### config.mk
export PLATFORM = sky130hd
export DESIGN_NAME = puf_response_sequencer
export DESIGN_NICKNAME = d
export VERILOG_FILES = /design/src/rtl/puf_pkg.sv /design/src/rtl/race_timer.sv /design/src/rtl/puf_response_sequencer.sv
export SDC_FILE = /design/constraint.sdc
export NUM_CORES = 1
export LEC_CHECK = 0
export CAP_MARGIN = 40
export CORE_ASPECT_RATIO = 1.5
export CORE_MARGIN = 8
export CORE_UTILIZATION = 40
export DETAILED_ROUTE_END_ITERATION = 10
export PLACE_DENSITY_LB_ADDON = 0.3
export SYNTH_ARGS = -nofsm -noshare
export SYNTH_HDL_FRONTEND = slang
export SYNTH_SLANG_ARGS = --single-unit
### constraint.sdc
create_clock -name clk -period 1.9 [get_ports clk]
set_input_delay 0.38 -clock clk [delete_from_list [all_inputs] [get_ports clk]]
set_output_delay 0.38 -clock clk [all_outputs]
set_load 0.01 [all_outputs]
### src/rtl/puf_pkg.sv
// Shared types and default constants for the RO PUF response sequencer.
//   seq_state_e        : sequencer FSM states
//   *_DEF localparams  : default parameter values for the sequencer
package puf_pkg;

  typedef enum logic [2:0] {
    IDLE,
    SETTLE,
    RACE,
    NEXT,
    DONE
  } seq_state_e;

  localparam int RESP_BITS_DEF      = 16;
  localparam int SEL_W_DEF          = 5;
  localparam int SETTLE_CYCLES_DEF  = 4;
  localparam int TIMEOUT_CYCLES_DEF = 4096;

endpackage

### src/rtl/race_timer.sv
// Loadable down-counter with an expired flag.
//   clk, reset : clock, synchronous active-high reset (count -> 0)
//   load       : load load_val (has priority over counting)
//   load_val   : value to load
//   en         : decrement while nonzero
//   expired    : count has reached zero
// Loading N-1 and leaving on the first expired cycle gives exactly N
// cycles of occupancy in the enabling state.
module race_timer #(
  parameter int W = 4
) (
  input  logic         clk,
  input  logic         reset,
  input  logic         load,
  input  logic [W-1:0] load_val,
  input  logic         en,
  output logic         expired
);

  logic [W-1:0] count;

  always_ff @(posedge clk) begin
    if (reset)                   count <= '0;
    else if (load)               count <= load_val;
    else if (en && count != '0)  count <= count - 1'b1;
  end

  assign expired = (count == '0);

endmodule

### src/rtl/puf_response_sequencer.sv
// Sequencer that drives race_arbiter through RESP_BITS races per challenge
// and assembles the arbiter decisions into a response word (LSB first).
//   clk, reset          : clock, synchronous active-high reset
//   start, challenge    : request a word; challenge is the base RO index
//   arb_done, arb_out   : arbiter handshake (out=1 means oscillator A won)
//   ro_sel_a, ro_sel_b  : oscillator pair for the current race
//   race_reset          : holds race counters/arbiter in reset (low only in RACE)
//   busy                : sequencer not idle
//   resp_valid          : one-cycle pulse, response complete
//   response            : collected word, held until next start or reset
//   timeout_err         : sticky, some race of this word timed out
module puf_response_sequencer
  import puf_pkg::*;
#(
  parameter int RESP_BITS      = RESP_BITS_DEF,
  parameter int SEL_W          = SEL_W_DEF,
  parameter int SETTLE_CYCLES  = SETTLE_CYCLES_DEF,
  parameter int TIMEOUT_CYCLES = TIMEOUT_CYCLES_DEF
) (
  input  logic                 clk,
  input  logic                 reset,
  input  logic                 start,
  input  logic [SEL_W-1:0]     challenge,
  input  logic                 arb_done,
  input  logic                 arb_out,
  output logic [SEL_W-1:0]     ro_sel_a,
  output logic [SEL_W-1:0]     ro_sel_b,
  output logic                 race_reset,
  output logic                 busy,
  output logic                 resp_valid,
  output logic [RESP_BITS-1:0] response,
  output logic                 timeout_err
);

  localparam int IDX_W = (RESP_BITS > 1) ? $clog2(RESP_BITS) : 1;
  localparam int SET_W = $clog2(SETTLE_CYCLES + 1);
  localparam int TMO_W = $clog2(TIMEOUT_CYCLES + 1);

  seq_state_e       state, state_nxt;
  logic [IDX_W-1:0] idx;
  logic             settle_load, settle_exp;
  logic             tmo_load, tmo_exp;
  logic             accept, capture, timed_out, advance;

  race_timer #(.W(SET_W)) u_settle (
    .clk      (clk),
    .reset    (reset),
    .load     (settle_load),
    .load_val (SET_W'(SETTLE_CYCLES - 1)),
    .en       (state == SETTLE),
    .expired  (settle_exp)
  );

  race_timer #(.W(TMO_W)) u_timeout (
    .clk      (clk),
    .reset    (reset),
    .load     (tmo_load),
    .load_val (TMO_W'(TIMEOUT_CYCLES - 1)),
    .en       (state == RACE),
    .expired  (tmo_exp)
  );

  always_ff @(posedge clk) begin
    if (reset) state <= IDLE;
    else       state <= state_nxt;
  end

  always_comb begin
    state_nxt   = state;
    settle_load = 1'b0;
    tmo_load    = 1'b0;
    accept      = 1'b0;
    capture     = 1'b0;
    timed_out   = 1'b0;
    advance     = 1'b0;
    case (state)
      IDLE: if (start) begin
        accept      = 1'b1;
        settle_load = 1'b1;
        state_nxt   = SETTLE;
      end
      SETTLE: if (settle_exp) begin
        tmo_load  = 1'b1;
        state_nxt = RACE;
      end
      RACE: begin
        // done takes priority over a coincident timeout
        if (arb_done) begin
          capture   = 1'b1;
          state_nxt = NEXT;
        end else if (tmo_exp) begin
          timed_out = 1'b1;
          state_nxt = NEXT;
        end
      end
      NEXT: begin
        if (idx == IDX_W'(RESP_BITS - 1)) begin
          state_nxt = DONE;
        end else begin
          advance     = 1'b1;
          settle_load = 1'b1;
          state_nxt   = SETTLE;
        end
      end
      DONE:    state_nxt = IDLE;
      default: state_nxt = IDLE;
    endcase
  end

  always_ff @(posedge clk) begin
    if (reset) begin
      idx         <= '0;
      response    <= '0;
      timeout_err <= 1'b0;
      ro_sel_a    <= '0;
      ro_sel_b    <= '0;
    end else begin
      if (accept) begin
        idx         <= '0;
        response    <= '0;
        timeout_err <= 1'b0;
        ro_sel_a    <= challenge;
        ro_sel_b    <= challenge + 1'b1;
      end
      if (capture) response[idx] <= arb_out;
      if (timed_out) begin
        response[idx] <= 1'b0;
        timeout_err   <= 1'b1;
      end
      // challenge + 2*i, stepped incrementally; wraps mod 2^SEL_W
      if (advance) begin
        idx      <= idx + 1'b1;
        ro_sel_a <= ro_sel_a + SEL_W'(2);
        ro_sel_b <= ro_sel_a + SEL_W'(3);
      end
    end
  end

  assign race_reset = (state != RACE);
  assign busy       = (state != IDLE);
  assign resp_valid = (state == DONE);

endmodule

==> impl_metrics.xml <==
<?xml version="1.0" encoding="UTF-8"?>
<metrics>
  <group name="outcome">
    <metric name="run_status" unit="">completed</metric>
  </group>
  <group name="timing">
    <metric name="final-hold-violation-count" unit="">0</metric>
    <metric name="tightestPinTransition" unit="ns">0.4779</metric>
    <metric name="finClkSkew" unit="ns">0.01169</metric>
    <metric name="rsz0062_at_grt" unit="">true</metric>
    <metric name="finalSetupTns" unit="ns">0</metric>
    <metric name="relSlewSlack" unit="">0.6802</metric>
    <metric name="achievable_frequency" unit="MHz">532.4</metric>
    <metric name="final_period_minus_worst_setup_slack" unit="ns">1.878</metric>
    <metric name="layout_worst_path_cycle_share" unit="">0.9885</metric>
    <metric name="number_of_pins_exceeding_their_max_slew_limit_in_the_final_report" unit="">0</metric>
    <metric name="setup_violations" unit="">0</metric>
  </group>
  <group name="drt">
    <metric name="met3_length" unit="um">182</metric>
    <metric name="detailedRoute.firstIterationViolations" unit="">150</metric>
    <metric name="total_wire_length_after_detailed_routing" unit="mm">6.669</metric>
    <metric name="routed.top_layer" unit="">met4</metric>
    <metric name="wl_per_cell" unit="um">15.95</metric>
    <metric name="route.detailed.vias_per_inst" unit="">5.687</metric>
    <metric name="route.met2.wl" unit="mm">3.747</metric>
    <metric name="route.vias.total" unit="">2377</metric>
    <metric name="drc" unit="">0</metric>
    <metric name="drt_pass1_iterations" unit="">4</metric>
    <metric name="wl_met1" unit="mm">2.668</metric>
    <metric name="drtAntennaViolNets" unit="">0</metric>
  </group>
  <group name="hold_path">
    <metric name="hold_path_startpoint" unit="">ro_sel_b[4]</metric>
    <metric name="timing.hold.worst_path_depth" unit="">2</metric>
    <metric name="min_delay_worst_type" unit="">reg -&gt; reg</metric>
    <metric name="holdPathEnd" unit="">ro_sel_b[4]</metric>
  </group>
  <group name="synth">
    <metric name="post_synth_main_area_contributors" unit="">dfxtp_1 (38%), a211oi_1 (5.8%), ha_1 (5.8%)</metric>
    <metric name="synth_largest_area_cell" unit="">dfxtp_1</metric>
    <metric name="synthesis.nets" unit="">306</metric>
    <metric name="synth.yosys.warnings" unit="">0</metric>
    <metric name="synthesis.area" unit="um^2">2601</metric>
    <metric name="ys_ff_latch" unit="">50</metric>
    <metric name="post_synth.cell_area_avg" unit="um^2">9.159</metric>
    <metric name="synth_largest_type_area_fraction" unit="">0.3848</metric>
    <metric name="dominantRegCellSynth" unit="">dfxtp_1</metric>
    <metric name="yosysUniqueCellTypes" unit="">57</metric>
    <metric name="ys_async_sr_fraction" unit="">0</metric>
    <metric name="number_of_enable_type_register_cells_in_the_synthesized_netlist" unit="">0</metric>
    <metric name="synth-seq-area-share" unit="">0.3848</metric>
    <metric name="synth_cells" unit="">284</metric>
  </group>
  <group name="finish">
    <metric name="drive_gt1_frac" unit="">0.1930</metric>
    <metric name="fin_area" unit="um^2">3435</metric>
    <metric name="layoutNonFillerInstCount" unit="">418</metric>
    <metric name="nets" unit="">363</metric>
    <metric name="most-common-layout-cells" unit="">dfxtp_1 (46), clkdlybuf4s50_1 (36), buf_4 (31)</metric>
    <metric name="mostFrequentLayoutCell" unit="">dfxtp_1</metric>
    <metric name="area.growth.synth_to_final" unit="%">32.03</metric>
    <metric name="num_antenna_cells" unit="">0</metric>
  </group>
  <group name="cts">
    <metric name="clock-root-buffer" unit="">clkbuf_8</metric>
    <metric name="total_clock_buffers_created_by_cts" unit="">5</metric>
    <metric name="clock_tree.htree_level_count" unit="">2</metric>
    <metric name="clk_latency" unit="ns">0.31</metric>
    <metric name="cts_tree" unit="">built</metric>
    <metric name="clock_path_buffers" unit="">2</metric>
    <metric name="number_of_buffers_inserted_by_hold_repair_at_cts" unit="">0</metric>
    <metric name="cts.reportedPaths.clkPinSlew" unit="ns">0.10</metric>
    <metric name="cts_sinks" unit="">50</metric>
  </group>
  <group name="grt">
    <metric name="grt_first_pass_wirelength" unit="mm">11.14</metric>
    <metric name="grt_pass1_vias" unit="">2398</metric>
    <metric name="grt_start_max_net_pins" unit="">23</metric>
    <metric name="antenna_found_initial" unit="">0</metric>
    <metric name="grt_overflow" unit="">0</metric>
    <metric name="track_usage" unit="">0.1453</metric>
  </group>
  <group name="placed_design">
    <metric name="detailedPlacementHpwl" unit="mm">4.901</metric>
    <metric name="placed_cells_incl_taps" unit="">409</metric>
    <metric name="placement.cell_area" unit="um^2">3227</metric>
    <metric name="gp_routability_congestion" unit="">0.8082</metric>
    <metric name="io_buffers" unit="">39</metric>
  </group>
  <group name="worst_setup_path">
    <metric name="critPathRequiredTime" unit="ns">2.12</metric>
    <metric name="crit_fanout" unit="">3</metric>
    <metric name="endpoint_kind" unit="">flop</metric>
    <metric name="regToRegSetupSlack" unit="ns">0.02</metric>
    <metric name="worst_ep_arrival_time" unit="ns">2.10</metric>
    <metric name="worst-r2r-cell-count" unit="">6</metric>
    <metric name="setup.worst_path.start_class" unit="">flop</metric>
    <metric name="worstReg2RegEnd" unit="">u_timeout.count[12]</metric>
    <metric name="path_class" unit="">reg -&gt; reg</metric>
    <metric name="reg2reg_from" unit="">u_timeout.count[1]</metric>
  </group>
  <group name="die">
    <metric name="die-area" unit="um^2">9393</metric>
    <metric name="fp.coreArea" unit="um^2">6396</metric>
    <metric name="die_height" unit="um">114.8</metric>
    <metric name="count_of_boundary_i_o_pins" unit="">40</metric>
    <metric name="initial_standard_cell_utilization_of_the_core" unit="">0.4067</metric>
    <metric name="die_width" unit="um">81.85</metric>
    <metric name="num_rows" unit="">36</metric>
  </group>
  <group name="power_and_ir_drop">
    <metric name="power.static_leakage" unit="nW">1.204</metric>
    <metric name="irDropWorstVdd" unit="uV">577.9</metric>
    <metric name="power_density" unit="nW/um^2">952.4</metric>
  </group>
  <group name="run">
    <metric name="maxCapViolations" unit="">0</metric>
  </group>
</metrics>
## critical path, stage by stage, from the launching register on
cell       delay [ns]
dfxtp_2          0.34
inv_2            0.09
ha_4             0.14
or4b_4           0.48
a2111oi_4        0.41
nand3b_1         0.13
a211oi_1         0.23
## layer usage
metal,vias to the layer above,global-route usage
li1,1203,-
met1,1143,0.1604
met2,26,0.2696
met3,5,0.02660
met4,0,0.03882
met5,-,0
## power breakdown
| group | switching (mW) | internal [mW] |
|---|---|---|
| combinational | 0.631 | 0.606 |
| sequential | 0.111 | 1.16 |
| clock | 0.374 | 0.392 |
| total | 1.12 | 2.16 |
## worst max-delay path by stage
stage	start	end	slack, ns	cells past startpoint
after global placement	start	response[4]	-0.06	5
final	u_timeout.count[1]	u_timeout.count[12]	0.02	6
after floorplan	u_timeout.count[0]	response[0]	0.01	6
after global routing	u_timeout.count[1]	u_timeout.count[12]	-0.09	6
after detailed placement	start	response[4]	-0.08	5
after CTS	state[2]	race_reset	0.001	3
## timing repair
action	in CTS	in global routing
pin swaps	1	9
resized for setup	7	17
endpoints found under the setup margin	12	27
buffers inserted	0	1
gates cloned	0	0
## registers in the layout, summed over array words and instances, names as in the netlist
signal / flops
idx: 4
response: 16
ro_sel_a: 5
ro_sel_b: 5
state: 3
timeout_err: 1
u_settle.count: 3
u_timeout.count: 13
## through the flow
step,power (mW),hold WS (ns),utilization,worst slack (ns)
finish,3.271,0.4620,0.5370,0.02180
global route,3.453,0.4832,0.5370,-0.09248
CTS,3.187,0.4668,0.5254,0.001233
detailed placement,2.394,0.4523,0.5045,-0.07941
global placement,2.364,0.4424,0.5045,-0.05501
floorplan,1.943,0.4593,-,0.01296
## logic make-up (layout without fill, tap and decap cells)
kind of cell,count (synthesis),in the layout,share of synthesized area
XOR/XNOR,10,10,0.03367
AND/OR/NAND/NOR,88,88,0.2131
adder cells (fa/ha/maj),12,12,0.05772
buffers and inverters,33,91,0.05291
multiplexers,1,1,0.003848
AO/OA/AOI/OAI,90,90,0.2540
flip-flops,50,50,0.3848
## cells in the mapped netlist (6+ instances only)
master and instances:
o21ai_0 6, nor3_1 8, o31ai_1 6, inv_1 12, ha_1 12, clkbuf_1 11
xnor2_1 9, a32oi_1 11, or3_1 7, nand2_1 15, a21oi_1 16, nand3_1 10
a211oi_1 20, dfxtp_1 50, a31oi_1 11, nor2_1 12
## layout make-up
type                            count  area [um^2]
Clock buffer                        5        68.82
Clock inverter                      3        45.04
Fill cell                         603         2962
Inverter                           12        45.04
Multi-Input combinational cell    201         1533
Sequential cell                    50         1006
Tap cell                           76        95.09
Timing Repair Buffer               71        641.9
Power figures use the tool's default switching activity.
